### src/rtl/pll_rst_seq_pkg.sv
// Shared types and helpers for the PLL reset sequencer.
// Holds the FSM state encoding and the counter-width function used to size counters.
`timescale 1ns/1ps
package pll_rst_seq_pkg;

  typedef enum logic [2:0] {
    ST_PWRDN     = 3'd0,
    ST_WAIT_LOCK = 3'd1,
    ST_STABLE    = 3'd2,
    ST_STAGGER   = 3'd3,
    ST_RUN       = 3'd4
  } state_t;

  localparam int RELOCK_W = 8;

  // Bits needed to hold values 0..val, i.e. ceil(log2(val+1)), never less than 1.
  function automatic int cnt_width(input int unsigned val);
    int w;
    w = 1;
    for (int i = 1; i < 32; i++) begin
      if ((val >> i) != 0) w = i + 1;
    end
    return w;
  endfunction

endpackage

### src/rtl/pll_rst_seq_if.sv
// Status bundle between the sequencer core and its consumers.
// The master drives the reset/powerdown outputs and receives the lock indication.
`timescale 1ns/1ps
interface pll_rst_seq_if;
  import pll_rst_seq_pkg::*;

  logic                lock;
  logic                pll_powerdown;
  logic                sys_rst;
  logic                cpu_rst;
  logic                locked;
  logic [RELOCK_W-1:0] relock_cnt;

  modport master (
    input  lock,
    output pll_powerdown, sys_rst, cpu_rst, locked, relock_cnt
  );

  modport slave (
    output lock,
    input  pll_powerdown, sys_rst, cpu_rst, locked, relock_cnt
  );
endinterface

### src/rtl/pll_rst_seq_fsm.sv
// Sequencer core: PLL powerdown/restart FSM with staged reset release.
// Every output is registered from the next state, so no lock input reaches an output combinationally.
`timescale 1ns/1ps
module pll_rst_seq_fsm
  import pll_rst_seq_pkg::*;
#(
  parameter int PD_CYCLES      = 64,
  parameter int STABLE_CYCLES  = 1024,
  parameter int TIMEOUT_CYCLES = 65536,
  parameter int CPU_STAGGER    = 16
) (
  input  logic          clk,
  input  logic          srst,
  pll_rst_seq_if.master bus
);

  localparam int PD_W  = cnt_width(PD_CYCLES);
  localparam int TO_W  = cnt_width(TIMEOUT_CYCLES);
  localparam int ST_W  = cnt_width(STABLE_CYCLES);
  localparam int STG_W = cnt_width(CPU_STAGGER);

  localparam logic [PD_W-1:0]  PD_LAST  = PD_W'(PD_CYCLES - 1);
  localparam logic [TO_W-1:0]  TO_LAST  = TO_W'(TIMEOUT_CYCLES - 1);
  localparam logic [STG_W-1:0] STG_LAST = STG_W'(CPU_STAGGER - 1);
  // The WAIT_LOCK cycle that first saw lock is the first of the consecutive lock cycles.
  localparam logic [ST_W-1:0]  ST_LAST  = ST_W'((STABLE_CYCLES > 1) ? STABLE_CYCLES - 2 : 0);

  state_t              r_state;
  state_t              w_state_next;
  logic                w_restart;
  logic                w_entry;
  logic [PD_W-1:0]     r_pd_cnt;
  logic [TO_W-1:0]     r_to_cnt;
  logic [ST_W-1:0]     r_st_cnt;
  logic [STG_W-1:0]    r_stg_cnt;
  logic                r_pd;
  logic                r_sys_rst;
  logic                r_cpu_rst;
  logic                r_locked;
  logic [RELOCK_W-1:0] r_relock;

  always_ff @(posedge clk) begin
    if (srst) r_state <= ST_PWRDN;
    else      r_state <= w_state_next;
  end

  // A single restart flag keeps a coincident lock loss and timeout from counting twice.
  always_comb begin
    w_state_next = r_state;
    w_restart    = 1'b0;
    case (r_state)
      ST_PWRDN: begin
        if (r_pd_cnt == PD_LAST) w_state_next = ST_WAIT_LOCK;
      end
      ST_WAIT_LOCK: begin
        if (bus.lock) begin
          w_state_next = ST_STABLE;
        end else if (r_to_cnt == TO_LAST) begin
          w_state_next = ST_PWRDN;
          w_restart    = 1'b1;
        end
      end
      ST_STABLE: begin
        if (!bus.lock)              w_state_next = ST_WAIT_LOCK;
        else if (r_st_cnt >= ST_LAST) w_state_next = ST_STAGGER;
      end
      ST_STAGGER: begin
        if (!bus.lock) begin
          w_state_next = ST_PWRDN;
          w_restart    = 1'b1;
        end else if (r_stg_cnt == STG_LAST) begin
          w_state_next = ST_RUN;
        end
      end
      ST_RUN: begin
        if (!bus.lock) begin
          w_state_next = ST_PWRDN;
          w_restart    = 1'b1;
        end
      end
      default: w_state_next = ST_PWRDN;
    endcase
  end

  assign w_entry = (w_state_next != r_state);

  always_ff @(posedge clk) begin
    if (srst || w_entry)          r_pd_cnt <= '0;
    else if (r_state == ST_PWRDN) r_pd_cnt <= r_pd_cnt + PD_W'(1);
  end

  always_ff @(posedge clk) begin
    if (srst || w_entry)              r_to_cnt <= '0;
    else if (r_state == ST_WAIT_LOCK) r_to_cnt <= r_to_cnt + TO_W'(1);
  end

  always_ff @(posedge clk) begin
    if (srst || w_entry)           r_st_cnt <= '0;
    else if (r_state == ST_STABLE) r_st_cnt <= r_st_cnt + ST_W'(1);
  end

  always_ff @(posedge clk) begin
    if (srst || w_entry)            r_stg_cnt <= '0;
    else if (r_state == ST_STAGGER) r_stg_cnt <= r_stg_cnt + STG_W'(1);
  end

  always_ff @(posedge clk) begin
    if (srst) begin
      r_pd      <= 1'b1;
      r_sys_rst <= 1'b1;
      r_cpu_rst <= 1'b1;
      r_locked  <= 1'b0;
      r_relock  <= '0;
    end else begin
      r_pd      <= (w_state_next == ST_PWRDN);
      r_sys_rst <= (w_state_next == ST_PWRDN) || (w_state_next == ST_WAIT_LOCK) ||
                   (w_state_next == ST_STABLE);
      r_cpu_rst <= (w_state_next != ST_RUN);
      r_locked  <= (w_state_next == ST_RUN);
      if (w_restart && (r_relock != {RELOCK_W{1'b1}})) r_relock <= r_relock + RELOCK_W'(1);
    end
  end

  assign bus.pll_powerdown = r_pd;
  assign bus.sys_rst       = r_sys_rst;
  assign bus.cpu_rst       = r_cpu_rst;
  assign bus.locked        = r_locked;
  assign bus.relock_cnt    = r_relock;

endmodule

### src/rtl/sync2.sv
// Generic two-flop synchronizer for a single-bit level crossing into clk.
// Both stages clear on srst so no stale level survives a reset.
`timescale 1ns/1ps
module sync2 (
  input  logic clk,
  input  logic srst,
  input  logic i_d,
  output logic o_q
);

  logic [1:0] r_sync;

  always_ff @(posedge clk) begin
    if (srst) begin
      r_sync <= 2'b00;
    end else begin
      r_sync <= {r_sync[0], i_d};
    end
  end

  assign o_q = r_sync[1];

endmodule

### src/rtl/pll_rst_seq.sv
// PLL reset sequencer top: synchronizes PLL lock and drives staged bus/CPU resets.
// Runs entirely on the free-running crystal clock so it works while the PLL is down.
`timescale 1ns/1ps
module pll_rst_seq
  import pll_rst_seq_pkg::*;
#(
  parameter int PD_CYCLES      = 64,
  parameter int STABLE_CYCLES  = 1024,
  parameter int TIMEOUT_CYCLES = 65536,
  parameter int CPU_STAGGER    = 16
) (
  input  logic                wb_clk_i,
  input  logic                wb_rst_i,
  input  logic                pll_lock_i,
  output logic                pll_powerdown_o,
  output logic                sys_rst_o,
  output logic                cpu_rst_o,
  output logic                locked_o,
  output logic [RELOCK_W-1:0] relock_cnt_o
);

  logic w_lock_s;

  pll_rst_seq_if u_bus ();

  sync2 u_lock_sync (
    .clk  (wb_clk_i),
    .srst (wb_rst_i),
    .i_d  (pll_lock_i),
    .o_q  (w_lock_s)
  );

  assign u_bus.lock = w_lock_s;

  pll_rst_seq_fsm #(
    .PD_CYCLES      (PD_CYCLES),
    .STABLE_CYCLES  (STABLE_CYCLES),
    .TIMEOUT_CYCLES (TIMEOUT_CYCLES),
    .CPU_STAGGER    (CPU_STAGGER)
  ) u_fsm (
    .clk  (wb_clk_i),
    .srst (wb_rst_i),
    .bus  (u_bus.master)
  );

  assign pll_powerdown_o = u_bus.pll_powerdown;
  assign sys_rst_o       = u_bus.sys_rst;
  assign cpu_rst_o       = u_bus.cpu_rst;
  assign locked_o        = u_bus.locked;
  assign relock_cnt_o    = u_bus.relock_cnt;

endmodule
### config.mk
export PLATFORM = sky130hd
export DESIGN_NAME = pll_rst_seq
export DESIGN_NICKNAME = d
export VERILOG_FILES = /design/src/rtl/pll_rst_seq_pkg.sv /design/src/rtl/pll_rst_seq_if.sv /design/src/rtl/pll_rst_seq_fsm.sv /design/src/rtl/sync2.sv /design/src/rtl/pll_rst_seq.sv
export SDC_FILE = /design/constraint.sdc
export NUM_CORES = 1
export LEC_CHECK = 0
export CAP_MARGIN = 20
export CORE_AREA = 2 2 72 74
export DETAILED_ROUTE_END_ITERATION = 16
export DIE_AREA = 0 0 74 76
export PLACE_DENSITY = 0.73
export REMOVE_ABC_BUFFERS = 1
export SYNTH_ARGS = -nofsm -noshare
export SYNTH_HDL_FRONTEND = slang
export SYNTH_SLANG_ARGS = --single-unit
### constraint.sdc
create_clock -name wb_clk_i -period 3 [get_ports wb_clk_i]
set_input_delay 0.75 -clock wb_clk_i [delete_from_list [all_inputs] [get_ports wb_clk_i]]
set_output_delay 0.75 -clock wb_clk_i [all_outputs]
set_load 0.05 [all_outputs]
# After elaboration in Yosys (flattened, before gate mapping)
# Cells that the tools add are included.
[word_totals]
inputBits = 3
wordCells = 50
out_inout_bits = 12
register_bits = 57
[op_classes]
reduce_logical = 7
n_eq_ne = 13
add_sub_neg = 5
n_lt_le_gt_ge = 1
muxes = 13
[ops]
columns = ["cell", "count"]
rows = [
  ["3-bit two-way mux", 8],
  ["17-bit by 1-bit adder with 17-bit output, second input constant", 1],
  ["17-bit by 16-bit equality test with 1-bit output, second input constant", 1],
  ["3-bit case mux with 5 select lines", 1],
  ["11-bit by 1-bit adder with 11-bit output, second input constant", 1],
  ["11-bit by 10-bit >= comparator with 1-bit output, second input constant", 1],
  ["3-bit by 2-bit equality test with 1-bit output, second input constant", 3],
  ["8-bit by 1-bit adder with 8-bit output, second input constant", 1],
  ["8-bit inequality test, second input constant", 1],
  ["7-bit by 1-bit adder with 7-bit output, second input constant", 1],
  ["7-bit by 6-bit equality test with 1-bit output, second input constant", 1],
  ["3-bit by 1-bit equality test with 1-bit output, second input constant", 2],
  ["3-bit equality test, second input constant", 2],
  ["3-bit logical NOT", 2],
  ["5-bit by 1-bit adder with 5-bit output, second input constant", 1],
  ["5-bit by 4-bit equality test with 1-bit output, second input constant", 1],
  ["1-bit logical OR", 3],
  ["1-bit two-way mux", 3],
  ["3-bit inequality test", 1],
  ["3-bit inequality test, second input constant", 1],
  ["1-bit case mux with 2 select lines", 1],
  ["2-bit OR reduction", 1],
  ["1-bit logical AND", 1],
]

# Logic depth before layout (Yosys ltp)
# Gate-level depths: netlist (run 1).
[logic_depth]
depth_word = 7
mapped_depth = 11

# Hierarchy
# A second synthesis (run 1) with hierarchy kept.
[unflattened]
hier_cells = 297
hier_area_um2 = 2722.6
[by_module_without_submodules]
columns = ["mod", "cells_per_inst", "instances", "area_each_um2"]
rows = [
  ["pll_rst_seq_fsm", 293, 1, 2670.1],
  ["sync2", 4, 1, 52.6],
]

# Worst setup path after synthesis (run 1)
# OpenSTA, ideal clock, no wires.
[synth_path]
path_kind = "register to register"
startpoint = "reg u_fsm.r_to_cnt[6]"
endpoint = "reg u_fsm.r_st_cnt[9]"
required_time_ns = 2.885
arrival_time_ns = 2.077
slack_ns = 0.808
path_stages_with_launch = 12
path_cell_list = "dfxtp_1 > and4_1 > nand3_1 > nor4_1 > ha_1 > nor3_1 > o21ai_0 > a2111oi_4 > a21oi_2 > buf_6 > buf_6 > nor2_1"
[synth_between]
elab_chain_len = 6
[synth_rtl]
columns = ["element", "line", "rtl"]
rows = [
  ["start, declared", "pll_rst_seq_fsm.sv:33", "logic [TO_W-1:0] r_to_cnt;"],
  ["start signal, assigned", "pll_rst_seq_fsm.sv:94", "else if (r_state == ST_WAIT_LOCK) r_to_cnt <= r_to_cnt + TO_W'(1);"],
  ["17-bit by 16-bit equality test with 1-bit output", "pll_rst_seq_fsm.sv:58", "end else if (r_to_cnt == TO_LAST) begin"],
  ["3-bit two-way mux", "pll_rst_seq_fsm.sv:58", ""],
  ["3-bit two-way mux", "pll_rst_seq_fsm.sv:56", "if (bus.lock) begin"],
  ["3-bit case mux with 5 select lines", "pll_rst_seq_fsm.sv:51", "case (r_state)"],
  ["3-bit inequality test", "pll_rst_seq_fsm.sv:85", "assign w_entry = (w_state_next != r_state);"],
  ["1-bit logical OR", "pll_rst_seq_fsm.sv:98", "if (srst || w_entry) r_st_cnt <= '0;"],
  ["end signal, assigned", "pll_rst_seq_fsm.sv:99", "else if (r_state == ST_STABLE) r_st_cnt <= r_st_cnt + ST_W'(1);"],
  ["end, declared", "pll_rst_seq_fsm.sv:34", "logic [ST_W-1:0] r_st_cnt;"],
]
# No other way between the ends.
# A chain may end at the register's enable or synchronous reset.

# Worst setup path in the final report (run 1)
[layout_path]
startpoint = "reg u_fsm.r_to_cnt[6]"
endpoint = "reg u_fsm.r_stg_cnt[3]"
[layout_between]
elab_chain_len = 6
[layout_rtl]
columns = ["element", "line", "rtl"]
rows = [
  ["17-bit by 16-bit equality test with 1-bit output", "pll_rst_seq_fsm.sv:58", ""],
  ["3-bit two-way mux", "pll_rst_seq_fsm.sv:58", ""],
  ["3-bit two-way mux", "pll_rst_seq_fsm.sv:56", ""],
  ["3-bit case mux with 5 select lines", "pll_rst_seq_fsm.sv:51", ""],
  ["3-bit inequality test", "pll_rst_seq_fsm.sv:85", ""],
  ["1-bit logical OR", "pll_rst_seq_fsm.sv:103", "if (srst || w_entry) r_stg_cnt <= '0;"],
  ["end signal, assigned", "pll_rst_seq_fsm.sv:104", "else if (r_state == ST_STAGGER) r_stg_cnt <= r_stg_cnt + STG_W'(1);"],
  ["end, declared", "pll_rst_seq_fsm.sv:35", "logic [STG_W-1:0] r_stg_cnt;"],
]
# No other way between the ends.

==> metrics.md, run 1 <==
| Metric | Value |
|---|---|
| Status | complete, no violations |
| Post-CTS setup buffers | 0 |
| CP max stage cell | dfxtp_1 |
| Max Clock Skew | between 0.007 and 0.008 ns |
| CTS Hold Buffers Added | 0 |
| Cell count after synthesis | about 280 |
| CTS sink count | 57 |
| Total CTS buffers | 9 |
| Critical path class | reg2reg |
| Asr flop ratio synth | 0% |
| Required time of the critical path | approximately 3.2 ns |
| Initial core utilization | a little over half |
| Slew Limit Fails | 0 |
| Post-detail-place hpwl | roughly 3.1 mm |
| Mapped Area | around 2600 sq um |
| Slew margin rel. | 52.0% |
| Mean Syn Cell Area | between 9 and 10 sq um |
| Ranking of synthesized cells by area | dfxtp_1, nor2_1, xor2_1 |
| Period utilization | 85.2% |
| Io pins | 15 |
| Via total after detailed routing | 1,958 |
| Placed Area | about 2800 sq um |
| Die height | ~76 microns |
| Tmin final | 2.56 ns |
| F_max | slightly below 400 MHz |
| Worst skew pair latency | about 0.33 ns |
| Critical path startpoint category | flop |
| Top-count cell post-synth | nor2_1 |
| Netlist cell types | 37 |
| Worst path bufs/invs | 1 |
| Ys Warns | 0 |
| Share of cells above drive strength 1 | between 7 and 8% |
| Critical-path maximum fanout | 29 |
| Crit end category | flop |
| Setup tns final | 0 ns |
| Number of synthesized flops with an enable pin | 0 |
| Peak supply drop | 366 uV |
| Maximum capacitance violations | 0 |
| WL per Instance | around 12 microns |
| RSZ-0062 raised after global routing | no |
| Fin nets | 312 |
| Crit-path leading delay family | simple AND/OR/NAND/NOR gates |
| First-pass GRT wire length | between 7 and 8 mm |
| CTS tree | done |
| Commonest cells in the netlist | nor2_1, dfxtp_1, xor2_1 |
| Clock Tree Buf Depth | 2 |
| Final Cell Area | approximately 3000 sq um |
| Die ar. | roughly 5600 sq um |
| Synthesized flop and latch total | 57 |
| Diode count | 0 |
| Routed Antenna Nets | 0 |
| Sw Ratio | 20.7% |
| Gate power share | around 2.0% |
| Total gr overflow | 0 |
| Antenna violations before repair | 0 |
| Reg power frac | around half |
| GPL Wtd Cong | between 0.7 and 0.8 |
| Synth area leader | dfxtp_1 |
| Final Hold Viols | 0 |
| Area grow syn2layout | 14.3% |
| # H-tree levels | 3 |
| Vias in the first global route | between 1,500 and 2,000 |
| Int Pwr | around 1.2 mW |
| Root buf cell | clkbuf_8 |
| Vias/cell | around 5.2 |
| Post_cts resized | 0 |
| Critical Path, Cell by Cell | and4_1 -> nand3_1 -> nor4_1 -> ha_1 -> nor3_1 -> o21ai_0 -> a2111oi_4 -> a21oi_2 -> buf_4 -> nor2_1 |
| Largest net degree at the start of global routing | 30 |
| Least-Margin Pin Slew | between 0.7 and 0.8 ns |
| Clock Power Share | between 40% and 50% |
| CP arrival | 2.77 ns |
| Pwr Density | 502 nW/um^2 |
| Die W | about 74 microns |
| Drt initial violations | ~100 |
| Rows | 26 |
| Hold Path Class | reg2reg |
| Register area share after synthesis | 44.1% |
| Length of the first detailed-routing pass in iterations | 4 |
| PortBufs | 14 |
| Power, Total | about 1.5 mW |
| Core ar. | between 4000 and 5000 sq um |
| Sw Pwr | between 0.3 and 0.4 mW |
| Static Leak | 1.08 nW |
| Clock-pin slew on the worst setup and hold paths | 0.06 ns |
| Top FF cell, synth | dfxtp_1 |
| Global Route Usage Sum | between 15 and 20% |
| Final Setup Violations | 0 |
| Routed wire length | approximately 4.6 mm |
| Max incr delay on CP | approximately 0.40 ns |
| Top-area cell type share of the netlist area | ~44% |
| DR DRC count | 0 |
[routing by layer]
| layer | global-route usage [%] | vias to the layer above | wire length (microns) |
|---|---|---|---|
| met3 | 5.29 | 10 | 199 |
| li1 | - | 1004 | - |
| met5 | 0 | - | 0 |
| met4 | 9.82 | 0 | 99 |
| met2 | 27.6 | 36 | 2080 |
| met1 | 23.4 | 908 | 2230 |
[cells in the final DEF, fill, tap and decap left out, types with 2 or more instances in the layout]
cell             synthesis  layout
nor2_1                  59      59
dfxtp_1                 57      57
xor2_1                  22      22
xnor2_1                 16      16
nand3_1                 15      15
clkdlybuf4s50_1          0      14
nand2_1                 13      13
nand4_1                 11      11
clkbuf_8                 0      10
nor3_1                   8       8
ha_1                     8       8
and3_1                   7       7
nor4_1                   7       7
inv_1                    6       6
and4_1                   5       5
mux2i_1                  5       5
o21ai_0                  4       4
nor2b_1                  4       4
buf_4                    0       4
nand2b_1                 3       3
and2_1                   3       3
a211oi_1                 3       3
clkbuf_1                 3       3
a21oi_1                  2       2
nor4b_1                  2       2
clkinv_2                 0       2
[metrics by stage]
stage | setup slack, ns | cells | util (%) | hold WS, ns
after floorplan | 0.276 | 272 | - | 0.405
final | 0.445 | 376 | 60.3 | 0.427
after detailed placement | 0.493 | 360 | 56.4 | 0.420
after CTS | 0.445 | 376 | 60.3 | 0.427
after global placement | 0.574 | 360 | 56.4 | 0.413
after global routing | 0.189 | 376 | 60.3 | 0.460
[worst reg2reg max path: cells and delay by family (launching register included)]
kind | cells | cell delay, ns
AND/OR/NAND/NOR | 5 | 0.83
AO/OA/AOI/OAI | 3 | 0.68
flip-flops | 1 | 0.40
buffers and inverters | 1 | 0.31
adder cells (fa/ha/maj) | 1 | 0.23
[sequential cells by signal, indices dropped and copies added (netlist names)]
register,cells
u_fsm.r_st_cnt,11
u_lock_sync.r_sync,2
u_fsm.bus.relock_cnt,8
u_fsm.bus.pll_powerdown,1
u_fsm.r_pd_cnt,7
u_fsm.r_stg_cnt,5
u_fsm.bus.locked,1
u_fsm.bus.cpu_rst,1
u_fsm.r_state,3
u_fsm.bus.sys_rst,1
u_fsm.r_to_cnt,17
[power groups by stage]
stage | clock, mW | sequential (mW) | combinational, mW
global route | 0.741 | 0.768 | 0.0350
floorplan | 0 | 0.783 | 0.0178
CTS | 0.707 | 0.768 | 0.0312
global placement | 0 | 0.785 | 0.0305
detailed placement | 0 | 0.785 | 0.0310
finish | 0.689 | 0.768 | 0.0302
[cells by family (layout without fill, tap and decap cells)]
| family | count (synthesis) | in the layout | synth area share, % |
|---|---|---|---|
| AO/OA/AOI/OAI | 16 | 16 | 5.12 |
| AND/OR/NAND/NOR | 142 | 142 | 28.4 |
| adder cells (fa/ha/maj) | 8 | 8 | 3.86 |
| flip-flops | 57 | 57 | 44.1 |
| XOR/XNOR | 38 | 38 | 12.8 |
| buffers and inverters | 17 | 40 | 3.77 |
| multiplexers | 5 | 5 | 1.93 |
[final cells by class]
class	count	area [sq um]
Clock buffer	13	149
Tap cell	70	87.6
Inverter	6	22.5
Fill cell	431	1950
Clock inverter	3	40.0
Timing Repair Buffer	18	170
Multi-Input combinational cell	209	1350
Sequential cell	57	1140
[worst paths after layout]
kind                      from                 end  slack [ns]  depth (start not counted)
min reg2reg  u_fsm.r_pd_cnt[6]   u_fsm.r_pd_cnt[6]        0.43                          2
max reg2reg  u_fsm.r_to_cnt[6]  u_fsm.r_stg_cnt[3]        0.44                         10
min          u_fsm.r_pd_cnt[6]   u_fsm.r_pd_cnt[6]        0.43                          2
max          u_fsm.r_to_cnt[6]  u_fsm.r_stg_cnt[3]        0.44                         10
Note: power is estimated with default switching activity, not from simulation.
==> run 2, diff against run 1 <==
Settings changed: CAP_MARGIN 20 to default, SLEW_MARGIN from default to 20.
==> results of run 2 <==
Final layout, timing and power as in run 1 (identical DEF).
